$ cat config.mk
export PLATFORM = sky130hd
export DESIGN_NAME = pipe_skid_reg_flat
export DESIGN_NICKNAME = d
export VERILOG_FILES = /design/src/rtl/pipe_pkg.sv /design/src/rtl/pipe_skid_reg_if.sv /design/src/rtl/pipe_skid_reg.sv /design/src/flat_wrapper.sv
export SDC_FILE = /design/constraint.sdc
export NUM_CORES = 1
export LEC_CHECK = 0
export CORE_MARGIN = 5
export CORE_UTILIZATION = 44
export CTS_CLUSTER_DIAMETER = 150
export DETAILED_ROUTE_END_ITERATION = 12
export PLACE_DENSITY = 0.76
export REMOVE_ABC_BUFFERS = 1
export SLEW_MARGIN = 20
export SYNTH_ARGS = -nofsm -noshare
export SYNTH_HDL_FRONTEND = slang
export SYNTH_SLANG_ARGS = --single-unit
$ cat constraint.sdc
create_clock -name clk -period 1.7 [get_ports clk]
set_input_delay 0.255 -clock clk [delete_from_list [all_inputs] [get_ports clk]]
set_output_delay 0.255 -clock clk [all_outputs]
set_load 0.02 [all_outputs]
$ cat src/rtl/pipe_pkg.sv
// Shared constants and state encoding for the pipeline skid register.
package pipe_pkg;
  localparam int DATA_W_DEF = 64;
  localparam int CNT_W_DEF  = 16;

  // Occupancy state: no entries, main only, or main plus skid.
  typedef logic [1:0] pipe_state_t;
  localparam pipe_state_t ST_EMPTY = 2'd0;
  localparam pipe_state_t ST_MAIN  = 2'd1;
  localparam pipe_state_t ST_SKID  = 2'd2;
endpackage

$ cat src/rtl/pipe_skid_reg_if.sv
// Upstream/downstream handshake bundle for pipe_skid_reg.
interface pipe_skid_reg_if #(
  parameter int DATA_W = pipe_pkg::DATA_W_DEF,
  parameter int CNT_W  = pipe_pkg::CNT_W_DEF
);
  logic              in_valid;
  logic              in_ready;
  logic [DATA_W-1:0] in_data;
  logic              out_valid;
  logic              out_ready;
  logic [DATA_W-1:0] out_data;
  logic [CNT_W-1:0]  stall_cnt;

  // master drives the stage, slave is the stage itself
  modport master (output in_valid, in_data, out_ready,
                  input  in_ready, out_valid, out_data, stall_cnt);
  modport slave  (input  in_valid, in_data, out_ready,
                  output in_ready, out_valid, out_data, stall_cnt);
endinterface

$ cat src/rtl/pipe_skid_reg.sv
// Two-entry skid pipeline register (main + skid) with flush and a
// saturating stall counter. in_ready is decoded from registered state
// only, so out_ready never reaches in_ready combinationally.
module pipe_skid_reg
  import pipe_pkg::*;
#(
  parameter int DATA_W        = DATA_W_DEF,
  parameter int CNT_W         = CNT_W_DEF,
  parameter bit ZERO_ON_FLUSH = 1'b1
) (
  input  logic        clk,
  input  logic        reset,
  input  logic        flush,
  pipe_skid_reg_if.slave bus
);

  localparam logic [CNT_W-1:0] CNT_MAX = '1;

  pipe_state_t       r_state;
  logic [DATA_W-1:0] r_main;
  logic [DATA_W-1:0] r_skid;
  logic [CNT_W-1:0]  r_cnt;

  logic w_out_valid;
  logic w_in_ready;
  logic w_in_xfer;
  logic w_out_xfer;

  assign w_out_valid = (r_state != ST_EMPTY);
  assign w_in_ready  = (r_state != ST_SKID);
  assign w_in_xfer   = bus.in_valid & w_in_ready;
  assign w_out_xfer  = w_out_valid & bus.out_ready;

  assign bus.in_ready  = w_in_ready;
  assign bus.out_valid = w_out_valid;
  assign bus.out_data  = r_main;
  assign bus.stall_cnt = r_cnt;

  // Occupancy FSM and payload movement; reset beats flush beats transfers.
  always_ff @(posedge clk) begin
    if (reset) begin
      r_state <= ST_EMPTY;
      r_main  <= '0;
      r_skid  <= '0;
    end else if (flush) begin
      r_state <= ST_EMPTY;
      if (ZERO_ON_FLUSH) begin
        r_main <= '0;
        r_skid <= '0;
      end
    end else begin
      case (r_state)
        ST_EMPTY: begin
          if (w_in_xfer) begin
            r_main  <= bus.in_data;
            r_state <= ST_MAIN;
          end
        end
        ST_MAIN: begin
          if (w_in_xfer && w_out_xfer) begin
            r_main <= bus.in_data;
          end else if (w_in_xfer) begin
            // downstream stalled: park the new entry behind main
            r_skid  <= bus.in_data;
            r_state <= ST_SKID;
          end else if (w_out_xfer) begin
            r_state <= ST_EMPTY;
          end
        end
        ST_SKID: begin
          if (w_out_xfer) begin
            r_main  <= r_skid;
            r_state <= ST_MAIN;
          end
        end
        default: r_state <= ST_EMPTY;
      endcase
    end
  end

  // Saturating count of stalled cycles; flush does not touch it.
  always_ff @(posedge clk) begin
    if (reset) begin
      r_cnt <= '0;
    end else if (w_out_valid && !bus.out_ready && (r_cnt != CNT_MAX)) begin
      r_cnt <= r_cnt + 1'b1;
    end
  end

endmodule

$ cat src/flat_wrapper.sv
// flat-port wrapper written by rule: the top's interface ports become plain ports
module pipe_skid_reg_flat import pipe_pkg::*;
#(
  parameter int DATA_W        = DATA_W_DEF,
  parameter int CNT_W         = CNT_W_DEF,
  parameter bit ZERO_ON_FLUSH = 1'b1
)
  (clk, reset, flush, bus_in_valid, bus_in_data, bus_out_ready, bus_in_ready, bus_out_valid, bus_out_data, bus_stall_cnt);
  pipe_skid_reg_if #(.DATA_W(DATA_W), .CNT_W(CNT_W)) bus_i ();
  input  logic clk;
  input  logic reset;
  input  logic flush;
  input wire logic [$bits(bus_i.in_valid)-1:0] bus_in_valid;
  input wire logic [$bits(bus_i.in_data)-1:0] bus_in_data;
  input wire logic [$bits(bus_i.out_ready)-1:0] bus_out_ready;
  output wire logic [$bits(bus_i.in_ready)-1:0] bus_in_ready;
  output wire logic [$bits(bus_i.out_valid)-1:0] bus_out_valid;
  output wire logic [$bits(bus_i.out_data)-1:0] bus_out_data;
  output wire logic [$bits(bus_i.stall_cnt)-1:0] bus_stall_cnt;
  assign bus_i.in_valid = bus_in_valid;
  assign bus_i.in_data = bus_in_data;
  assign bus_i.out_ready = bus_out_ready;
  assign bus_in_ready = bus_i.in_ready;
  assign bus_out_valid = bus_i.out_valid;
  assign bus_out_data = bus_i.out_data;
  assign bus_stall_cnt = bus_i.stall_cnt;
  pipe_skid_reg #(.DATA_W(DATA_W), .CNT_W(CNT_W), .ZERO_ON_FLUSH(ZERO_ON_FLUSH)) u_core (.clk(clk), .reset(reset), .flush(flush), .bus(bus_i));
endmodule
==> impl_metrics.csv <==
group,metric,value,unit
place,post-place-ws,-246,ps
routing,routed_wl,15800,µm
sta,max_freq,602,MHz
floorplan,core_region_area,13300,µm²
global_route,grt_pass1_vias,5261,
finish,nNetsFinal,903,
sta,finalCritPeriodShare,97.8,%
logic_synthesis,synth.area.top_cells,"dfxtp_1, mux2i_1, nand2_1",
finish,final_area,8510,µm²
routing,drt_first_iter_violations,354,
clocking,clockBufferDepth,2,
worst_setup_path,startpoint_type,"register",
outcome,status,"completed",
power,leakage,3.65,nW
logic_synthesis,synthCells,680,
worst_setup_path,cp-endpoint,"u_core.bus.stall_cnt[15]",
sta,skew,6.85,ps
worst_setup_path,r2r_start,"u_core.bus.stall_cnt[0]",
logic_synthesis,ys_seq_area_share,48.7,%
clocking,cts_made_buffers,17,
worst_setup_path,r2r_end,"u_core.bus.stall_cnt[15]",
hold_path,min_path_type,"in2reg",
power,vdd_drop_max,558,µV
global_route,antenna_found_initial,0,
floorplan,fp.dieW,127,µm
finish,drive_above_1_share,11.5,%
worst_setup_path,path_class,"reg2reg",
sta,finalSetupViolations,0,
routing,ant_nets,0,
logic_synthesis,synth_top_cell_by_area,"dfxtp_1",
finish,num_antenna_cells,0,
sta,worst_pin_slew,394,ps
global_route,track_usage,19.2,%
global_route,grt_pass1_wl,25500,µm
place,placed_cell_area,7830,µm²
worst_setup_path,required,2000,ps
floorplan,start_util,45.1,%
floorplan,rows,42,
logic_synthesis,syn-cell-area,6000,µm²
sta,grt_setup_unrepaired,"yes",
logic_synthesis,synth-edff-count,0,
floorplan,die_h,127,µm
worst_setup_path,reg2regPathDepth,5,
sta,period_needed,1660,ps
sta,slew_viol_final,0,
place,place_hpwl,10400,µm
logic_synthesis,synth-async-reset-ratio,0,%
logic_synthesis,yosys.cell_types.count,42,
clocking,clock-root-buffer,"clkbuf_16",
routing,dr.pass1.iters,5,
clocking,clkTransAtPathRegs,60,ps
place,port_buffers,150,
worst_setup_path,startpoint,"u_core.bus.stall_cnt[0]",
routing,via_count,5435,
clocking,clkSinkCount,146,
routing,wl_per_cell,15.5,µm
global_route,gr-total-overflow,0,
sta,max-slew-margin-rel,73.7,%
power,power.density,928,nW/µm²
global_route,grt_max_degree,59,
worst_setup_path,end_kind,"register",
sta,tns,0,ps
floorplan,fp.dieArea,16100,µm²
place,gp_congestion,0.798,
sta,hold_viol_final,0,
hold_path,min_from,"bus_in_data[10]",
logic_synthesis,ys_ff_latch,146,
sta,fin_ws,37.6,ps
clocking,insertion_delay,410,ps
logic_synthesis,ys.warnings.count,0,
clocking,h-tree-depth,4,
logic_synthesis,yosys.area.top_type_share,48.7,%
routing,drc_errors,0,
logic_synthesis,synth_ff_type,"dfxtp_1",
clocking,cts_tree,"yes",
job,maxCapViolCount,0,
finish,syn2layout_area_growth,41.9,%
routing,viasPerCell,5.32,
logic_synthesis,syn-mean-instance-area,8.82,µm²
worst_setup_path,r2r_slack,40,ps
worst_setup_path,worstPathArrival,1960,ps
worst_setup_path,cp_max_fo,5,
floorplan,ios,151,
[cell type report]
class | count | area, µm²
fillers | 1088 | 4780
flip-flops and latches | 146 | 2930
multi-input cells | 480 | 2880
repair buffers | 187 | 1920
clock buffers | 21 | 470
well taps | 176 | 220
clock inverters | 10 | 85.1
inverters | 1 | 3.75
[per-layer routing]
layer	global-route usage [%]	vias to the layer above	part of all wire [%]	wire, µm
met5	0	-	0	0
met2	31.6	148	49	7710
met3	6.26	29	6.5	1030
li1	-	2674	-	-
met1	23.3	2584	42	6710
met4	7.57	0	2.3	365
[layout by cell type, fill, tap and decap left out, types with 6 or more instances in the layout]
master / synthesis / layout
a21oi_1: 74 / 74
nor2b_1: 7 / 6
clkbuf_16: 0 / 18
clkdlybuf4s50_1: 0 / 126
o21ai_0: 6 / 6
dlygate4sd2_1: 0 / 15
nand2_1: 134 / 133
dfxtp_1: 146 / 142
buf_4: 5 / 26
mux2i_1: 66 / 66
buf_12: 0 / 8
a211oi_1: 65 / 61
nor2_1: 72 / 72
dlymetal6s2s_1: 0 / 8
[flip-flops by register name, summed over array words and instances (netlist names)]
name / flops
u_core.bus.stall_cnt: 16
u_core.bus.out_data: 64
u_core.r_state: 2
u_core.r_skid: 64
[synthesized netlist by cell type, types with 4 or more instances]
library cell	number
nand2_1	134
nor2b_1	7
nand4_1	5
mux2i_1	66
a21oi_1	74
or3_1	4
nand2b_1	5
clkbuf_1	27
buf_2	19
buf_4	5
o21ai_0	6
a211oi_1	65
dfxtp_1	146
nor2_1	72
[critical path, cell delays in order, from the launching register on]
cell and delay [ps]:
dfxtp_1 320, ha_1 280, nand3_4 160, nor3_4 70, nor4b_2 340, mux2_2 370
[cells by family (layout without fill, tap and decap cells)]
logic type / after synthesis / count (layout) / share of synthesized area (%)
AO/OA/AOI/OAI: 153 / 153 / 15.8
flip-flops: 146 / 146 / 48.7
multiplexers: 70 / 70 / 11.8
adder cells (fa/ha/maj): 1 / 1 / 0.209
AND/OR/NAND/NOR: 254 / 255 / 19.1
buffers and inverters: 55 / 219 / 4.28
XOR/XNOR: 1 / 1 / 0.146
[stage by stage]
stage | utilization (%) | instances | total power, W | hold slack [ps]
global placement | 58.9 | 984 | 0.00444 | 441
finish | 64.0 | 1021 | 0.00790 | 417
floorplan | - | 626 | 0.00402 | 324
global route | 64.0 | 1021 | 0.00820 | 412
CTS | 63.3 | 1016 | 0.00794 | 402
detailed placement | 58.9 | 984 | 0.00446 | 447
[repair_timing]
| item | CTS | global route |
|---|---|---|
| setup buffers | 0 | 4 |
| gates resized for setup | 21 | 17 |
| setup endpoints to repair | 18 | 114 |
| cloned | 1 | 2 |
| hold buffers | 0 | 0 |
| pin swaps | 1 | 4 |
[where the power goes]
group | switching [W] | internal [W]
Clock | 0.00137 | 0.00210
Sequential | 0.0000484 | 0.00351
Combinational | 0.000438 | 0.000437
[how the worst min path moves through the flow]
stage | endpoint | slack [ps] | cells after the start
2_1_floorplan | u_core.bus.stall_cnt[0] | 320 | 1
3_3_place_gp | u_core.r_skid[24] | 440 | 2
3_5_place_dp | u_core.r_skid[7] | 450 | 2
4_1_cts | u_core.r_skid[59] | 400 | 3
5_1_grt | u_core.r_skid[60] | 410 | 3
6_report | u_core.r_skid[10] | 420 | 3
(Power assumes the default switching activity.)
